### src/rtl/energy_meter_csr.sv
// energy_meter_csr: per-cycle energy accumulator with a CSR slave and tear-free 64-bit lo/hi readout.
// Define ENERGY_METER_PEAK_EN to add the windowed peak/last energy registers at 0x70/0x74.
module energy_meter_csr #(
  parameter int ACC_W      = 64,
  parameter int COST_W     = 16,
  parameter int WINDOW_CYC = 1024
) (
  input  logic        clk,
  input  logic        rst_n,
  input  logic [1:0]  dvfs_level,
  input  logic        core_active,
  input  logic        csr_valid,
  input  logic        csr_write,
  input  logic [7:0]  csr_addr,
  input  logic [31:0] csr_wdata,
  output logic [31:0] csr_rdata,
  output logic        csr_ready,
  output logic [63:0] energy_count,
  output logic        energy_ovf
);

  localparam logic [7:0] ADDR_LO     = 8'h60;
  localparam logic [7:0] ADDR_HI     = 8'h64;
  localparam logic [7:0] ADDR_CTRL   = 8'h68;
  localparam logic [7:0] ADDR_STATUS = 8'h6C;

  logic [ACC_W-1:0]         acc_q, acc_d;
  logic [ACC_W:0]           acc_sum;
  logic [31:0]              shadow_hi_q, shadow_hi_d;
  logic                     ovf_q, ovf_d;
  logic                     enable_q, enable_d;
  logic                     csr_ready_q, csr_ready_d;
  logic [31:0]              csr_rdata_q, csr_rdata_d;
  logic [31:0]              rd_mux;
  logic [3:0][COST_W-1:0]   dyn_cost_q, dyn_cost_d;
  logic [3:0][COST_W-1:0]   leak_cost_q, leak_cost_d;
  logic [COST_W-1:0]        inc_cost;
  logic                     accept, do_write, do_read, clear;
  logic                     unused_bits;

  // A request in the ready cycle is ignored, so a held valid cannot fire twice.
  assign accept   = csr_valid && !csr_ready_q;
  assign do_write = accept && csr_write;
  assign do_read  = accept && !csr_write;
  assign clear    = do_write && (csr_addr == ADDR_CTRL) && csr_wdata[1];
  assign inc_cost = core_active ? dyn_cost_q[dvfs_level] : leak_cost_q[dvfs_level];
  assign acc_sum  = {1'b0, acc_q} + (ACC_W+1)'(inc_cost);

  assign unused_bits = ^{csr_wdata[31:COST_W], (WINDOW_CYC > 0)};

`ifdef ENERGY_METER_PEAK_EN
  localparam int CNT_W = (WINDOW_CYC > 1) ? $clog2(WINDOW_CYC) : 1;

  logic [CNT_W-1:0] win_cnt_q, win_cnt_d;
  logic [31:0]      win_sum_q, win_sum_d;
  logic [31:0]      peak_q, peak_d;
  logic [31:0]      last_q, last_d;
  logic [32:0]      win_add;
  logic [31:0]      win_next;

  // Window sum saturates instead of wrapping so a peak never looks smaller than it was.
  always_comb begin
    win_add   = {1'b0, win_sum_q} + 33'(enable_q ? inc_cost : '0);
    win_next  = win_add[32] ? 32'hFFFF_FFFF : win_add[31:0];
    win_cnt_d = win_cnt_q;
    win_sum_d = win_sum_q;
    peak_d    = peak_q;
    last_d    = last_q;
    if (clear) begin
      win_cnt_d = '0;
      win_sum_d = '0;
      peak_d    = '0;
      last_d    = '0;
    end else if (win_cnt_q == CNT_W'(WINDOW_CYC - 1)) begin
      last_d    = win_next;
      peak_d    = (win_next > peak_q) ? win_next : peak_q;
      win_sum_d = '0;
      win_cnt_d = '0;
    end else begin
      win_sum_d = win_next;
      win_cnt_d = win_cnt_q + CNT_W'(1);
    end
  end

  always_ff @(posedge clk or negedge rst_n) begin
    if (!rst_n) begin
      win_cnt_q <= '0;
      win_sum_q <= '0;
      peak_q    <= '0;
      last_q    <= '0;
    end else begin
      win_cnt_q <= win_cnt_d;
      win_sum_q <= win_sum_d;
      peak_q    <= peak_d;
      last_q    <= last_d;
    end
  end
`endif

  always_comb begin
    rd_mux = '0;
    case (csr_addr)
      ADDR_LO:     rd_mux = acc_q[31:0];
      ADDR_HI:     rd_mux = shadow_hi_q;
      ADDR_CTRL:   rd_mux = {31'b0, enable_q};
      ADDR_STATUS: rd_mux = {31'b0, ovf_q};
      8'h40, 8'h44, 8'h48, 8'h4C: rd_mux = 32'(dyn_cost_q[csr_addr[3:2]]);
      8'h50, 8'h54, 8'h58, 8'h5C: rd_mux = 32'(leak_cost_q[csr_addr[3:2]]);
`ifdef ENERGY_METER_PEAK_EN
      8'h70:       rd_mux = peak_q;
      8'h74:       rd_mux = last_q;
`endif
      default:     rd_mux = '0;
    endcase
  end

  // Clear wins over both the increment and the LO-read shadow capture.
  always_comb begin
    acc_d        = acc_q;
    ovf_d        = ovf_q;
    shadow_hi_d  = shadow_hi_q;
    enable_d     = enable_q;
    dyn_cost_d   = dyn_cost_q;
    leak_cost_d  = leak_cost_q;
    csr_ready_d  = accept;
    csr_rdata_d  = do_read ? rd_mux : 32'h0;

    if (enable_q) begin
      acc_d = acc_sum[ACC_W-1:0];
      if (acc_sum[ACC_W]) ovf_d = 1'b1;
    end

    if (do_read && (csr_addr == ADDR_LO)) shadow_hi_d = acc_q[63:32];

    if (do_write) begin
      case (csr_addr)
        ADDR_CTRL: enable_d = csr_wdata[0];
        8'h40, 8'h44, 8'h48, 8'h4C: dyn_cost_d[csr_addr[3:2]]  = csr_wdata[COST_W-1:0];
        8'h50, 8'h54, 8'h58, 8'h5C: leak_cost_d[csr_addr[3:2]] = csr_wdata[COST_W-1:0];
        default: ;
      endcase
    end

    if (clear) begin
      acc_d       = '0;
      ovf_d       = 1'b0;
      shadow_hi_d = '0;
    end
  end

  always_ff @(posedge clk or negedge rst_n) begin
    if (!rst_n) begin
      acc_q          <= '0;
      ovf_q          <= 1'b0;
      shadow_hi_q    <= '0;
      enable_q       <= 1'b1;
      csr_ready_q    <= 1'b0;
      csr_rdata_q    <= '0;
      dyn_cost_q[0]  <= COST_W'(4);
      dyn_cost_q[1]  <= COST_W'(8);
      dyn_cost_q[2]  <= COST_W'(16);
      dyn_cost_q[3]  <= COST_W'(32);
      leak_cost_q[0] <= COST_W'(1);
      leak_cost_q[1] <= COST_W'(1);
      leak_cost_q[2] <= COST_W'(2);
      leak_cost_q[3] <= COST_W'(4);
    end else begin
      acc_q       <= acc_d;
      ovf_q       <= ovf_d;
      shadow_hi_q <= shadow_hi_d;
      enable_q    <= enable_d;
      csr_ready_q <= csr_ready_d;
      csr_rdata_q <= csr_rdata_d;
      dyn_cost_q  <= dyn_cost_d;
      leak_cost_q <= leak_cost_d;
    end
  end

  assign csr_ready    = csr_ready_q;
  assign csr_rdata    = csr_rdata_q;
  assign energy_count = acc_q;
  assign energy_ovf   = ovf_q;

endmodule
### config.mk
export PLATFORM = sky130hd
export DESIGN_NAME = energy_meter_csr
export DESIGN_NICKNAME = d
export VERILOG_FILES = /design/src/rtl/energy_meter_csr.sv
export SDC_FILE = /design/constraint.sdc
export NUM_CORES = 1
export LEC_CHECK = 0
export CORE_MARGIN = 5
export CORE_UTILIZATION = 45
export CTS_BUF_LIST = sky130_fd_sc_hd__clkbuf_8
export DETAILED_ROUTE_END_ITERATION = 10
export GPL_TIMING_DRIVEN = 1
export PLACE_DENSITY = 0.66
export SLEW_MARGIN = 20
export SYNTH_ARGS = -nofsm -noshare
export SYNTH_HDL_FRONTEND = slang
export SYNTH_SLANG_ARGS = --single-unit
### constraint.sdc
create_clock -name clk -period 7.6 [get_ports clk]
set_input_delay 1.52 -clock clk [delete_from_list [all_inputs] [get_ports clk]]
set_output_delay 1.52 -clock clk [all_outputs]
set_load 0.01 [all_outputs]
* Yosys cells after proc, flatten, opt, wreduce, memory -nomap -nowiden
Index checks and enable logic that the tools add are counted.
W data, S select, Z words.
** Word-level totals
- Flip-flop bits (word level) :: 259
- Logic and storage cells :: 70
** Cells by class
- Add/subtract/negate cells :: 1
- $lt $le $gt $ge :: 3
- Eq/ne operators :: 12
- Multiplexer cells :: 22
- Reductions and logical operators :: 18
** Operators by type and width (count)
- $pmux W32 S6 :: 1
- $bmux W16 S2 :: 4
- $bwmux W64 :: 2
- $mux W64 :: 2
- $eq A8 B7 Y1 const B :: 12
- $mux W16 :: 6
- $mux W32 :: 3
- $add A64 B16 Y65 :: 1
- $demux W16 S2 :: 1
- $reduce_and A2 Y1 :: 4
- $reduce_or A4 Y1 :: 2
- $logic_and A1 B1 Y1 :: 7
- $lt A2 B3 Y1 const B :: 2
- $reduce_bool A2 Y1 :: 3
- $mux W1 :: 3
- $ge A2 B1 Y1 const B :: 1
- $logic_not A1 Y1 :: 2

* Logic depth before layout (Yosys ltp)
Gate-level depths: netlist of run 1.
- Depth after elaboration :: 7
- Gate-level depth with buffers :: 15
- Gate-level depth less buffers :: 12

* Least setup slack after synthesis of run 1
Ideal clock, no wire load.
- Path kind :: input to register
- Start point :: in dvfs_level[0]
- End point :: reg acc_q[57], in the netlist energy_count[57]
- Arrival time :: 5.012 ns
- Data required time :: 7.481 ns
- Setup slack :: 2.469 ns
- Stages on the path :: 13
- Cells stage by stage :: clkbuf_1 -> buf_1 -> mux4_2 -> mux2_2 -> ha_1 -> a21oi_1 -> nand2_1 -> o2111ai_1 -> a21oi_2 -> o311ai_2 -> buf_2 -> nor3_1 -> o21a_1
** On the way
- Word-level cells in the longest chain between the ends :: 6
** RTL lines
- start: declaration :: line 10 : input logic [1:0] dvfs_level,
- $bmux W16 S2 :: line 46 : assign inc_cost = core_active ? dyn_cost_q[dvfs_level] : leak_cost_q[dvfs_level];
- $mux W16 (implied by the code) :: line 46
- $mux W16 * :: line 46
- $add A64 B16 Y65 * :: line 47 : assign acc_sum = {1'b0, acc_q} + (ACC_W+1)'(inc_cost);
- $mux W64 * :: line 128 : if (enable_q) begin
- $mux W64 * :: line 144 : if (clear) begin
- end signal: assignment :: line 153 : acc_q <= '0;
- end signal: assignment :: line 168 : acc_q <= acc_d;
- end: declaration :: line 27 : logic [ACC_W-1:0] acc_q, acc_d;
Mark *: on every way between the ends. The rest lies on a longest branch, timed or not. The select of a mux whose other input is x is not followed.
A chain may end at the register's enable or synchronous reset.

* Worst setup path in the final report of run 1
- Start point :: in dvfs_level[0]
- End point :: reg acc_q[47], in the netlist energy_count[47]
The elaborated chain is that of the path after synthesis.

==> out/summary.txt, run 1 <==
=========================================================================================
Result of the run                                                               completed
Type of origin of the critical path                                            input port
Area added between synthesis and finish                                            18.15%
Fraction of the yosys area taken by sequential cells                               0.4783
Min-Delay Path Depth                                                                    1
Synthesized area per cell                                                       12.00 um2
Worst-path clk slew                                                               0.07 ns
Number of synthesized flops with an enable pin                                          0
Total clock buffers created by CTS                                                     46
Main flop type after synthesis                                               sky130_fd_sc_hd__dfrtp_1
Commonest cells after routing, fill and taps aside                           sky130_fd_sc_hd__dfrtp_1, sky130_fd_sc_hd__mux2_2, sky130_fd_sc_hd__clkdlybuf4s50_1
Clk sink count                                                                        259
Share of post-route cells with drive strength above 1                              0.2595
Arr. time, crit path                                                              5.90 ns
Destination of the critical timing path                                      energy_count[47]$_DFFE_PN0P_
Wire length after detailed routing                                              37,330 um
Launching instance or port of the critical path                              dvfs_level[0]
Antenna violations before repair                                                        0
Net Count, Synth                                                                    1,195
PnR Total Power                                                                  2.858 mW
Footprint of the flip-flops and latches                                      0.006492 mm2
Remaining global-route overflow                                                         0
Shortest period the worst path allows                                            5.400 ns
Number of nets in the final layout                                                  1,314
Data required time of the critical path                                           8.10 ns
Width of the die                                                                 183.7 um
Placer's final routability congestion estimate                                     0.8708
Post-route core utilization                                                        0.5396
Synthesis-stage register bit count                                                    259
Count of antenna-violating nets left after detailed routing                             0
Half-perimeter wire length after detailed placement                             24,700 um
Mapped Cells                                                                        1,131
WS Path Type                                                                 input port to register
Slew of the pin with the lowest slew margin                                      1.112 ns
Maximum count of clock buffers along a single path                                      3
Routed via count                                                                    9,961
Via density per instance                                                            5.954
Critical R2R Launch                                                          leak_cost_q[0]$_DFFE_PN1P_
Worst Path Max Fanout                                                                  25
Count of different cell masters after synthesis                                        70
Maximum number of pins on one net before global-route repair                          150
Number of buffer cells added on primary ports                                         128
Yosys Warn Count                                                                        0
Max-Slew Margin vs Limit                                                           0.2588
First-pass GRT wire length                                                      58,910 um
Number of global-route vias before repair                                          10,120
Kind of capture point of the worst setup path                                    register
Total die area                                                                0.03373 mm2
Max-cap violations                                                                      0
Fmax                                                                           0.1852 GHz
Placed instance area                                                          0.01512 mm2
Worst reg2reg setup slack                                                         3.78 ns
Minimum hold slack                                                              0.5154 ns
Multi-input logic area                                                       0.006719 mm2
Fin. max-slew vios                                                                      0
WL/cell                                                                          22.32 um
Proportion of register bits with asynchronous set or reset after synthesis          1.000
Post-CTS Repair Setup Buffers                                                           0
Clock tree from TritonCTS                                                           built
Cell Area, Synth                                                              0.01357 mm2
Max IR drop VDD                                                               0.0001371 V
Clock latency at the later pin of the worst-skew pair                             0.57 ns
Detailed Route Iter0 Violations                                                       741
Number of top-level design ports                                                      145
Number of design rule violations left after detail routing                              0
Area of the core region                                                       0.02972 mm2
Logic depth of the worst register-to-register path                                     12
Die Y                                                                            183.7 um
Final setup fails                                                                       0
Filler instances                                                                    2,566
Endpoints failing hold                                                                  0
Leading cell type in the layout, fill and taps excluded                      sky130_fd_sc_hd__dfrtp_1
Cell Rows                                                                              63
Total leakage power                                                              6.939 nW
Number of gates given a new drive strength after cts                                    0
Final instance area                                                           0.01604 mm2
Root Driver                                                                  sky130_fd_sc_hd__clkbuf_8
Sum of negative setup slack                                                          0 ns
Final clock period utilization by the worst path                                   0.7106
H-tree Lvls                                                                             2
CTS Hold Buffers Added                                                                  0
Unrepaired setup endpoints after global routing                                        no
Hold/Removal Path Class                                                      register to register
Antenna cell count                                                                      0
PD cells                                                                     178.2 mW/mm2
Total global routing track utilization                                             0.2225
DRT Pass-1 Iters                                                                        5
End of the worst register-to-register path                                   energy_count[54]$_DFFE_PN0P_
Initial Utilization                                                                0.4567
Skew final                                                                     0.01616 ns
=========================================================================================
where the power goes:
part / switching [mW] / internal [mW]
combinational: 0.0954 / 0.0717
clock: 0.581 / 0.694
sequential: 0.0164 / 1.40
total: 0.693 / 2.16
metal layers:
layer	up-vias	track usage	share of wire	routed length (um)
met2	359	0.3728	0.49	18230
met3	61	0.03285	0.061	2272
met4	0	0.05572	0.020	731
met1	5100	0.3073	0.43	16100
met5	-	0	0	0
li1	4441	-	-	-
worst max-delay path, cell delays in order:
cell                        delay [ns]
sky130_fd_sc_hd__buf_2            0.71
sky130_fd_sc_hd__buf_4            0.36
sky130_fd_sc_hd__mux4_2           0.53
sky130_fd_sc_hd__mux2_2           0.28
sky130_fd_sc_hd__ha_1             0.43
sky130_fd_sc_hd__and3_1           0.23
sky130_fd_sc_hd__o2111ai_1        0.22
sky130_fd_sc_hd__a211oi_2         0.50
sky130_fd_sc_hd__nor2_1           0.34
sky130_fd_sc_hd__or4_1            0.59
sky130_fd_sc_hd__a21oi_1          0.15
worst min path at each step:
stage / start / endpoint / slack [ns]
global route: dyn_cost_q[47]$_DFFE_PN0P_ / dyn_cost_q[47]$_DFFE_PN0P_ / 0.54
CTS: dyn_cost_q[55]$_DFFE_PN0P_ / dyn_cost_q[55]$_DFFE_PN0P_ / 0.52
global placement: dyn_cost_q[57]$_DFFE_PN0P_ / dyn_cost_q[57]$_DFFE_PN0P_ / 0.49
floorplan: dyn_cost_q[55]$_DFFE_PN0P_ / dyn_cost_q[55]$_DFFE_PN0P_ / 0.48
finish: dyn_cost_q[57]$_DFFE_PN0P_ / dyn_cost_q[57]$_DFFE_PN0P_ / 0.52
detailed placement: dyn_cost_q[57]$_DFFE_PN0P_ / dyn_cost_q[57]$_DFFE_PN0P_ / 0.51
cell families after synthesis:
kind of cell / Yosys count / share of synthesized area
XOR/XNOR: 38 / 0.02452
buffers and inverters: 81 / 0.02793
AND/OR/NAND/NOR: 312 / 0.1203
flip-flops: 259 / 0.4783
adder cells (fa/ha/maj): 17 / 0.01622
AO/OA/AOI/OAI: 204 / 0.09725
multiplexers: 220 / 0.2354
state kept, by name, summed over array words and instances (netlist names):
name / cells
enable_q: 1
csr_ready: 1
dyn_cost_q: 64
energy_count: 64
shadow_hi_q: 32
csr_rdata: 32
leak_cost_q: 64
energy_ovf: 1
metrics by stage:
stage | instances | setup slack [ns]
finish | 1673 | 2.200
global placement | 1592 | 1.659
floorplan | 1131 | 2.469
global route | 1673 | 1.857
detailed placement | 1592 | 1.625
CTS | 1673 | 2.205
cell type report:
type / count / area share
clock buffers: 59 / 0.05064
clock inverters: 22 / 0.006164
inverters: 10 / 0.002341
multi-input cells: 791 / 0.4190
flip-flops and latches: 259 / 0.4049
well taps: 390 / 0.03043
repair buffers: 142 / 0.08660
cells in the mapped netlist, types with 4 or more instances:
cell type	count	area, um2
sky130_fd_sc_hd__buf_1	6	22.52
sky130_fd_sc_hd__a2111oi_2	5	75.07
sky130_fd_sc_hd__xnor2_1	17	148.9
sky130_fd_sc_hd__buf_2	22	110.1
sky130_fd_sc_hd__inv_1	10	37.54
sky130_fd_sc_hd__clkbuf_1	34	127.6
sky130_fd_sc_hd__dfstp_2	9	236.5
sky130_fd_sc_hd__mux2_1	4	45.04
sky130_fd_sc_hd__ha_1	16	200.2
sky130_fd_sc_hd__dfrtp_1	250	6256
sky130_fd_sc_hd__nor2b_1	6	37.54
sky130_fd_sc_hd__xor2_1	21	183.9
sky130_fd_sc_hd__and2_1	6	37.54
sky130_fd_sc_hd__or4_1	8	60.06
sky130_fd_sc_hd__buf_6	5	56.30
sky130_fd_sc_hd__nor3_1	10	50.05
sky130_fd_sc_hd__nand2b_1	10	62.56
sky130_fd_sc_hd__and3_1	10	62.56
sky130_fd_sc_hd__nand3b_1	6	45.04
sky130_fd_sc_hd__a22oi_1	46	345.3
sky130_fd_sc_hd__o21ai_0	27	135.1
sky130_fd_sc_hd__nand3_1	28	140.1
sky130_fd_sc_hd__or3_1	13	81.33
sky130_fd_sc_hd__nand4_1	6	37.54
sky130_fd_sc_hd__a21oi_1	87	435.4
sky130_fd_sc_hd__o211ai_1	5	37.54
sky130_fd_sc_hd__mux2i_1	11	110.1
sky130_fd_sc_hd__nor2_1	71	266.5
sky130_fd_sc_hd__a211oi_1	4	30.03
sky130_fd_sc_hd__o31ai_1	8	60.06
sky130_fd_sc_hd__mux4_2	65	1464
sky130_fd_sc_hd__nand2_1	106	397.9
sky130_fd_sc_hd__mux2_2	140	1577
(Power assumes the default switching activity.)
==> inputs of run 2 (changes only) <==
==> constraint.sdc (replaced) <==
create_clock -name clk -period 5.5 [get_ports clk]
set_input_delay 1.1 -clock clk [delete_from_list [all_inputs] [get_ports clk]]
set_output_delay 1.1 -clock clk [all_outputs]
set_load 0.01 [all_outputs]
==> run 2 against run 1 <==
  * First-iteration DRC count rose by 3.0%
  * Register-to-register slack lost 2.1 ns
  * Combinational power rose by 40%
  * Cell count up 0.54%
  * Global-route usage increased by 0.28 points
  * Sequential share of layout area shrank 0.23 points
  * Die area did not move
  * Highest routed layer unchanged
  * Core utilization increased by 0.30 points
  * Final area grew 0.56%
  * Power grew 37%
  * Clock skew grew 0.0023 ns
==> out/summary.txt, run 2 (same netlist as run 1, synthesis figures left out) <==
===========================================================================
Shortest period the worst path allows                              4.553 ns
PD cells                                                       242.6 mW/mm2
Slew of the pin with the lowest slew margin                        1.064 ns
Total leakage power                                                6.997 nW
First-pass GRT wire length                                        59,860 um
Max IR drop VDD                                                 0.0001706 V
Half-perimeter wire length after detailed placement               25,500 um
Multi-input logic area                                         0.006716 mm2
Antenna violations before repair                                          0
Maximum number of pins on one net before global-route repair             99
Remaining global-route overflow                                           0
Sum of negative setup slack                                            0 ns
Number of design rule violations left after detail routing                0
Count of antenna-violating nets left after detailed routing               0
Worst Path Max Fanout                                                    32
Cell Rows                                                                63
Data required time of the critical path                             5.98 ns
WL met3                                                             2746 um
Worst-path clk slew                                                 0.06 ns
Fmax                                                             0.2197 GHz
Total clock buffers created by CTS                                       46
Highest routed layer                                                   met4
Area added between synthesis and finish                              18.81%
Max-cap violations                                                        0
CTS Hold Buffers Added                                                    0
H-tree Lvls                                                               2
Final clock period utilization by the worst path                     0.8277
Fin. max-slew vios                                                        0
Width of the die                                                   183.7 um
Footprint of the flip-flops and latches                        0.006492 mm2
Commonest cells after routing, fill and taps aside             sky130_fd_sc_hd__dfrtp_1, sky130_fd_sc_hd__mux2_2, sky130_fd_sc_hd__clkdlybuf4s50_1
Maximum count of clock buffers along a single path                        3
Placer's final routability congestion estimate                       0.8957
Filler instances                                                      2,549
Root Driver                                                    sky130_fd_sc_hd__clkbuf_8
Clock latency at the later pin of the worst-skew pair               0.56 ns
Type of origin of the critical path                              input port
Arr. time, crit path                                                5.03 ns
Number of nets in the final layout                                    1,325
Final setup fails                                                         0
Unrepaired setup endpoints after global routing                          no
Routed via count                                                      9,956
Clock tree from TritonCTS                                             built
Hold/Removal Path Class                                        input port to asynchronous set/reset pin
WL/cell                                                            22.31 um
Clk sink count                                                          259
Number of global-route vias before repair                            10,350
Result of the run                                                 completed
Leading cell type in the layout, fill and taps excluded        sky130_fd_sc_hd__dfrtp_1
Initial Utilization                                                  0.4567
Number of buffer cells added on primary ports                           128
Total die area                                                  0.03373 mm2
Final instance area                                             0.01613 mm2
Area of the core region                                         0.02972 mm2
Endpoints failing hold                                                    0
Antenna cell count                                                        0
Kind of capture point of the worst setup path                      register
Post-CTS Repair Setup Buffers                                             0
Wire length after detailed routing                                37,520 um
DRT Pass-1 Iters                                                          5
Number of top-level design ports                                        145
Share of post-route cells with drive strength above 1                0.2639
Detailed Route Iter0 Violations                                         763
WS Path Type                                                   input port to register
Sum of routed wire segments on met1                               15,660 um
Die Y                                                              183.7 um
Placed instance area                                            0.01524 mm2
Met2 Wirelength                                                   18,340 um
Total global routing track utilization                               0.2252
Number of gates given a new drive strength after cts                      0
Max-Slew Margin vs Limit                                             0.2904
Worst reg2reg setup slack                                           1.72 ns
Skew final                                                       0.01846 ns
Via density per instance                                              5.919
===========================================================================
[run 2: report_power, final]
| part | internal, mW | switching [mW] |
|---|---|---|
| Combinational | 0.103 | 0.131 |
| Clock | 0.939 | 0.782 |
| Sequential | 1.93 | 0.0244 |
| Total | 2.97 | 0.938 |
[run 2: metrics by stage]
stage                     setup WS [ns]  power, mW  std cells  hold WS, ns  utilization
final                            0.9475      3.913       1682       0.5186       0.5427
after global routing             0.7356      4.065       1682       0.5377       0.5427
after CTS                        0.9829      3.957       1682       0.5200       0.5427
after detailed placement         0.4293      2.227       1603       0.5060       0.5129
after global placement           0.4776      2.223       1603       0.4919       0.5129
after floorplan                  0.7894      2.102       1131       0.4762            -
[run 2: path summary, 6_finish.rpt]
| kind | startpoint | end | cells after the start |
|---|---|---|---|
| setup reg to reg | leak_cost_q[16]$_DFFE_PN1P_ | energy_count[54]$_DFFE_PN0P_ | 12 |
| setup / recovery | dvfs_level[1] | energy_count[54]$_DFFE_PN0P_ | 14 |
| max in group asynchronous | rst_n | leak_cost_q[55]$_DFFE_PN0P_ | 2 |
| hold / removal | rst_n | csr_rdata[31]$_DFF_PN0_ | 1 |
| min in group clk | dyn_cost_q[56]$_DFFE_PN0P_ | dyn_cost_q[56]$_DFFE_PN0P_ | 1 |
| hold reg to reg | dyn_cost_q[56]$_DFFE_PN0P_ | dyn_cost_q[56]$_DFFE_PN0P_ | 1 |
[run 2: per-layer routing]
metal / vias up / track usage
met4: 0 / 0.06436
met1: 5068 / 0.3030
li1: 4459 / -
met3: 68 / 0.04571
met5: - / 0
met2: 361 / 0.3731
[run 2: cell type report]
class / count / area share
multi-input cells: 791 / 0.4165
flip-flops and latches: 259 / 0.4026
repair buffers: 153 / 0.09357
clock buffers: 58 / 0.04950
well taps: 390 / 0.03026
clock inverters: 21 / 0.005276
inverters: 10 / 0.002328
[run 2: worst max-delay path, cell delays in order]
cell and delay (ns):
sky130_fd_sc_hd__clkdlybuf4s50_1 0.52, sky130_fd_sc_hd__buf_12 0.23, sky130_fd_sc_hd__mux4_2 0.23, sky130_fd_sc_hd__mux2_2 0.15, sky130_fd_sc_hd__ha_1 0.18, sky130_fd_sc_hd__inv_1 0.06
sky130_fd_sc_hd__fa_1 0.39, sky130_fd_sc_hd__nand2b_1 0.18, sky130_fd_sc_hd__a21oi_1 0.27, sky130_fd_sc_hd__o31ai_2 0.16, sky130_fd_sc_hd__o211ai_4 0.41, sky130_fd_sc_hd__nand4_2 0.41
sky130_fd_sc_hd__or4_1 0.57, sky130_fd_sc_hd__a21oi_1 0.15
